## config.mk

```make
export PLATFORM = sky130hd
export DESIGN_NAME = wb_port_arbiter
export DESIGN_NICKNAME = d
export VERILOG_FILES = /design/src/rtl/wb_port_arbiter.sv
export SDC_FILE = /design/constraint.sdc
export NUM_CORES = 1
export LEC_CHECK = 0
export BUFFER_PORTS_ARGS = -buffer_cell sky130_fd_sc_hd__buf_2
export CAP_MARGIN = 20
export CORE_MARGIN = 1.5
export CORE_UTILIZATION = 43
export DETAILED_ROUTE_END_ITERATION = 6
export HOLD_SLACK_MARGIN = 0.02
export PLACE_DENSITY = 0.66
export RECOVER_POWER = 50
export SYNTH_ARGS = -nofsm -noshare
export SYNTH_HDL_FRONTEND = slang
export SYNTH_SLANG_ARGS = --single-unit
```

## constraint.sdc

```tcl
create_clock -name clk -period 3.7 [get_ports clk]
set_clock_uncertainty 0.2 [all_clocks]
set_input_delay 0.74 -clock clk [delete_from_list [all_inputs] [get_ports clk]]
set_output_delay 0.74 -clock clk [all_outputs]
set_load 0.05 [all_outputs]
```

## src/rtl/wb_port_arbiter.sv

```systemverilog
// Register-file writeback arbiter: merges pipeline channel A with a 2-entry buffered channel B.
// Optional define WB_FWD_EN adds combinational forwarding lookups over the output register and FIFO.
module wb_port_arbiter #(
   parameter int unsigned STARVE_LIM = 4
) (
   input  logic        clk,
   input  logic        reset,
   input  logic        a_valid,
   output logic        a_ready,
   input  logic [4:0]  a_rd,
   input  logic [31:0] a_data,
   input  logic        b_valid,
   output logic        b_ready,
   input  logic [4:0]  b_rd,
   input  logic [31:0] b_data,
   output logic        RegWrite,
   output logic [4:0]  Rd,
   output logic [31:0] data,
   output logic [1:0]  pend_cnt,
`ifdef WB_FWD_EN
   input  logic [4:0]  fwd_rs,
   input  logic [4:0]  fwd_rt,
   output logic        fwd_rs_hit,
   output logic        fwd_rt_hit,
   output logic [31:0] fwd_rs_data,
   output logic [31:0] fwd_rt_data,
`endif
   output logic        busy
);

   localparam int unsigned RD_W   = 5;
   localparam int unsigned DATA_W = 32;
   localparam int unsigned CNT_W  = 3;

   typedef struct packed {
      logic [RD_W-1:0]   rd;
      logic [DATA_W-1:0] data;
   } wbEntry_t;

   wbEntry_t         fifoMem [2];
   logic             wrPtr;
   logic             rdPtr;
   logic [1:0]       pendCnt;
   logic [CNT_W-1:0] starveCnt;

   logic fifoFull;
   logic fifoEmpty;
   logic starveHit;
   logic selA;
   logic selB;
   logic enq;

   assign fifoFull  = (pendCnt == 2'd2);
   assign fifoEmpty = (pendCnt == 2'd0);
   assign starveHit = !fifoEmpty && (starveCnt >= CNT_W'(STARVE_LIM));

   // Handshakes depend only on registered state.
   assign a_ready  = !starveHit;
   assign b_ready  = !fifoFull;
   assign busy     = !fifoEmpty;
   assign pend_cnt = pendCnt;

   // One write per cycle: starved head, then A, then any buffered head.
   always_comb begin
      selA = 1'b0;
      selB = 1'b0;
      enq  = 1'b0;
      if (starveHit) begin
         selB = 1'b1;
      end else if (a_valid) begin
         selA = 1'b1;
      end else if (!fifoEmpty) begin
         selB = 1'b1;
      end
      // rd 0 is acknowledged but never buffered.
      enq = b_valid && !fifoFull && (b_rd != RD_W'(0));
   end

   always_ff @(posedge clk) begin
      if (reset) begin
         fifoMem[0] <= '0;
         fifoMem[1] <= '0;
         wrPtr      <= 1'b0;
         rdPtr      <= 1'b0;
         pendCnt    <= 2'd0;
         starveCnt  <= '0;
         RegWrite   <= 1'b0;
         Rd         <= '0;
         data       <= '0;
      end else begin
         if (enq) begin
            fifoMem[wrPtr] <= '{rd: b_rd, data: b_data};
            wrPtr          <= ~wrPtr;
         end
         if (selB) begin
            rdPtr <= ~rdPtr;
         end
         pendCnt <= pendCnt + 2'(enq) - 2'(selB);

         if (fifoEmpty || selB) begin
            starveCnt <= '0;
         end else if (starveCnt < CNT_W'(STARVE_LIM)) begin
            starveCnt <= starveCnt + CNT_W'(1);
         end

         // Rd/data hold their last values unless a real write is issued.
         if (selA) begin
            RegWrite <= (a_rd != RD_W'(0));
            if (a_rd != RD_W'(0)) begin
               Rd   <= a_rd;
               data <= a_data;
            end
         end else if (selB) begin
            RegWrite <= 1'b1;
            Rd       <= fifoMem[rdPtr].rd;
            data     <= fifoMem[rdPtr].data;
         end else begin
            RegWrite <= 1'b0;
         end
      end
   end

`ifdef WB_FWD_EN
   // Newest value wins: output register, then youngest FIFO entry, then oldest.
   function automatic logic [DATA_W:0] fwdLookup(input logic [RD_W-1:0] rs);
      logic [DATA_W:0] res;
      res = '0;
      if (rs != RD_W'(0)) begin
         if (RegWrite && (Rd == rs)) begin
            res = {1'b1, data};
         end else if (!fifoEmpty && (fifoMem[~wrPtr].rd == rs)) begin
            res = {1'b1, fifoMem[~wrPtr].data};
         end else if (fifoFull && (fifoMem[rdPtr].rd == rs)) begin
            res = {1'b1, fifoMem[rdPtr].data};
         end
      end
      return res;
   endfunction

   assign {fwd_rs_hit, fwd_rs_data} = fwdLookup(fwd_rs);
   assign {fwd_rt_hit, fwd_rt_data} = fwdLookup(fwd_rt);
`endif

endmodule

```

# Yosys cells after proc, flatten, opt, wreduce, memory -nomap -nowiden
# Memories as Yosys holds them, arrays and structs flattened. A register that Yosys moved wholly into a read port is not among the register bits.
# Index checks and enable logic that the tools add are counted.
classes:
  n_eq_ne: 2
  magnitude_cmp: 2
  n_reduce_logical: 14
  add_sub_neg: 3
  n_mux: 23
  n_bitwise: 2
op_table:
  columns: ["operator", "n"]
  rows:
  - ["$mux 32", 3]
  - ["$mux 37", 1]
  - ["$reduce_or 37->1", 1]
  - ["$mux 1", 16]
  - ["$mux 5", 3]
  - ["$reduce_bool 5->1", 2]
  - ["$add 3x1->3 const B", 1]
  - ["$ge 3x3->1 const B", 1]
  - ["$logic_and 1x1->1", 3]
  - ["$logic_not 1->1", 3]
  - ["$lt 3x3->1 const B", 1]
  - ["$add 2x1->2", 1]
  - ["$eq 2x2->1 const B", 1]
  - ["$logic_not 2->1", 1]
  - ["$ne 2x1->1 const B", 1]
  - ["$not 1->1", 2]
  - ["$reduce_and 2->1", 1]
  - ["$reduce_bool 2->1", 1]
  - ["$reduce_or 2->1", 1]
  - ["$sub 2x1->2", 1]
  - ["$logic_or 1x1->1", 1]
totals:
  output_inout_bits: 43
  mem_count: 1
  reg_bits: 45
  ramBits: 74
memory_table:
  columns: ["name", "words", "word_bits", "read_ports", "rd_ports_with_merged_regs", "wr", "line_no", "source"]
  rows:
  - ["fifoMem", 2, 37, 1, 1, 2, "40", "wbEntry_t fifoMem [2];"]

# Depth between registers and ports, before layout
logic_depth:
  depth_word: 9
  ltp_mapped: 8
  depth_no_buf: 8

# Worst setup path after synthesis
# Ideal clock, no wire load.
synth_timing:
  path_type: "register to register"
  startpoint: "register pendCnt[0] (netlist: pend_cnt[0])"
  endpoint: "memory fifoMem[0][0] (netlist name), enable pin"
  period_less_slack_ns: 3.846
  path_slack_ns: -0.146
  t_arrival_ns: 3.207
  path_stages_with_launch: 4
  path_buffers: 0
  setup_time_ns: 0.439
  path_cell_list: "dfxtp_1 nand2b_1 o211ai_4 o21bai_1"
synth_rtl:
  columns: ["item", "line_no", "source"]
  rows:
  - ["start: declaration", "43", "logic [1:0] pendCnt;"]
  - ["start signal: assignment", "98", "pendCnt <= pendCnt + 2'(enq) - 2'(selB);"]
  - ["end: declaration", "40", null]

==> reports/qor.csv <==
metric,value,unit
Top delay family on crit path,simple AND/OR/NAND/NOR gates,
Synth area leaders,"edfxtp_1 (44%), dfxtp_1 (18%), and2_1 (9.3%)",
RSZ-0062 raised after global routing,false,
CTS tree,built,
crit-path cells,"buf_2, or4_1, o211ai_1, nor3_1, clkbuf_2, and2_1",
crit path from,b_rd[3],
Netlist cell types,29,
final setup fails,0,
die height,112,um
Post-synth top cells,"and2_1 (76), edfxtp_1 (74), dfxtp_1 (46)",
reg2reg setup slack,1.07,ns
Critical Path Source Type,input port,
DRT iter0 DRCs,82,
vias in the first global route,3339,
number of remaining DRC errors,0,
Max Cap Viol,1,
power density over the cells,661,nW/um^2
slew of the pin with the lowest slew margin,1.64,ns
slowest CP cell,or4_1,
Fmax achieved,353,MHz
core area,11500,um^2
Crit path buffers/inverters,2,
Port Buffers,120,
internal power,0.00288,W
switching part of the total,30.4,%
initial antenna violation count,1,
Relative slew margins,-9.38,%
crit path DAT,2.79,ns
Levels on crit path,6,
Die X,112,um
Worst VDD drop,462,uV
status,finished with violations,
# hold bufs at CTS,0,
"CTS clk-pin slew, worst paths",0.05,ns
I/O pin cnt,121,
Reg power frac,43.2,%
"Top FF cell, synth",edfxtp_1,
DRT antenna net count,0,
initial core utilization,44.4,%
final hold vios,0,
CP Data Required Time,3.65,ns
Clk pwr share,34.3,%
Die ar.,12500,um^2
Setup crit end,fifoMem[0][17]$_SDFFCE_PN0P_,
Worst Path Max Fanout,33,
final net count,567,
Clock Latency Late Sink,0.41,ns
Layout Utilization,54.6,%
Leakage Power,2.56,nW
CTS root buffer,clkbuf_16,
asr flop ratio synth,0,%
fin crit share,76.7,%
failing checks,"max-capacitance violations, max-slew violations",
RR Endpoint,data[27]$_SDFFE_PP0P_,
TritonCTS Buffers,17,
Vias/cell,5.02,
reg2reg start,pend_cnt[1]$_SDFF_PP0_,
detailed placement HPWL,6570,um
Hold Path Depth,1,
Synth warnings,0,
Core Rows,39,
Area Overhead vs Synth,23.1,%
Yosys top cell area share,43.7,%
"Setup Fix Bufs, Post-CTS",0,
number of synthesized flops with an enable pin,74,
total vias in the final route,3225,
synthesized area per cell,14.0,um^2
H-tree Lvls,4,
Yosys reg bits,120,
GRT overflow,0,
post-synth top area cell,edfxtp_1,
minimum clock period after layout,2.84,ns
critical path class,input port to flip-flop,
Post-Synthesis Cells,364,
Clock Path Buffers,2,
worst reg-to-reg path cell count,4,
"slowest stage delay, CP",0.53,ns
Tot GR Track Use,17.7,%
Comb power frac,22.5,%
Syn Nets,445,
global-route wire length before repair,16700,um
setup TNS,0,ns
layout cell share with drive strength beyond 1,29.9,%
Hold WC Path Type,flip-flop to flip-flop,
sequential fraction of the synthesis area,61.8,%
RePlAce Congestion,0.793,
Post-Syn Area,5090,um^2
post_cts resized,0,
WL per Instance,16.4,um
final WL,10500,um
most common cell in the synthesized netlist,and2_1,
largest net degree at the start of global routing,39,
P_sw,0.00126,W
Worst Setup End Kind,flip-flop,
Final Max Tran Viols,39,
Clock Sinks,120,
first drt pass iteration count,4,
[layer usage]
metal,vias up,routed length (um),global-route usage (%)
met5,-,0,0
li1,1582,-,-
met3,16,507,6.31
met4,0,204,7.51
met1,1552,4530,20.3
met2,75,5280,29.9
[power groups by stage]
stage	logic, W	clock network, W	registers [W]
floorplan	0.000512	0	0.00200
global placement	0.000947	0	0.00181
detailed placement	0.000971	0	0.00182
CTS	0.000975	0.00144	0.00180
global route	0.00100	0.00149	0.00182
finish	0.000932	0.00142	0.00179
[cells in the final DEF, fill, tap and decap left out, types with 6 or more instances in the layout]
cell type and instances:
buf_2 78, mux2i_1 37, o2bb2ai_1 37, clkbuf_16 17, edfxtp_1 74, dfxtp_1 45
mux2_2 37, and2_0 6, clkbuf_1 49, and2_1 70, nor2_1 6
[area by class of cell]
class | count | area, um^2
Timing Repair Buffer | 125 | 613
Antenna cell | 1 | 2.50
Sequential cell | 120 | 3140
Tap cell | 143 | 179
Inverter | 3 | 11.3
Clock buffer | 26 | 479
Clock inverter | 5 | 25.0
Fill cell | 996 | 5200
Multi-Input combinational cell | 219 | 1810
[worst register-to-register path: cells and delay by family (launching register included)]
family | cells | cell delay, ns
AO/OA/AOI/OAI | 2 | 0.37
flip-flops | 1 | 0.35
AND/OR/NAND/NOR | 2 | 1.53
[sequential cells by signal (all words and copies together) (netlist names), named ones only]
| register | count |
|---|---|
| pend_cnt | 2 |
| fifoMem | 74 |
| wrPtr | 1 |
| rdPtr | 1 |
| Rd | 5 |
| data | 32 |
| starveCnt | 3 |
| RegWrite | 1 |
[cell families after synthesis]
family | count (synthesis) | synth area share, %
XOR/XNOR | 4 | 0.688
adder cells (fa/ha/maj) | 3 | 0.738
flip-flops | 120 | 61.8
buffers and inverters | 25 | 2.48
AND/OR/NAND/NOR | 95 | 11.5
AO/OA/AOI/OAI | 43 | 7.42
multiplexers | 74 | 15.5
[stage by stage]
stage | cells | hold WS, ns | instance area (um^2) | power (W) | setup WS [ns]
after floorplan | 364 | 0.205 | 5090 | 0.00251 | 0.360
after global placement | 609 | 0.215 | 5830 | 0.00276 | 0.666
after detailed placement | 610 | 0.229 | 5860 | 0.00279 | 0.639
after CTS | 641 | 0.241 | 6360 | 0.00421 | 1.07
after global routing | 641 | 0.270 | 6260 | 0.00432 | 0.727
final | 642 | 0.240 | 6270 | 0.00414 | 0.864
[how the worst min path moves through the flow]
stage	from	end	slack, ns
2_1_floorplan	starveCnt[0]$_SDFFE_PP0N_	starveCnt[0]$_SDFFE_PP0N_	0.21
3_3_place_gp	starveCnt[0]$_SDFFE_PP0N_	starveCnt[0]$_SDFFE_PP0N_	0.21
3_5_place_dp	starveCnt[0]$_SDFFE_PP0N_	starveCnt[0]$_SDFFE_PP0N_	0.23
4_1_cts	starveCnt[0]$_SDFFE_PP0N_	starveCnt[0]$_SDFFE_PP0N_	0.24
5_1_grt	starveCnt[0]$_SDFFE_PP0N_	starveCnt[0]$_SDFFE_PP0N_	0.27
6_report	starveCnt[0]$_SDFFE_PP0N_	starveCnt[0]$_SDFFE_PP0N_	0.24
Note: power is estimated with default switching activity, not from simulation.
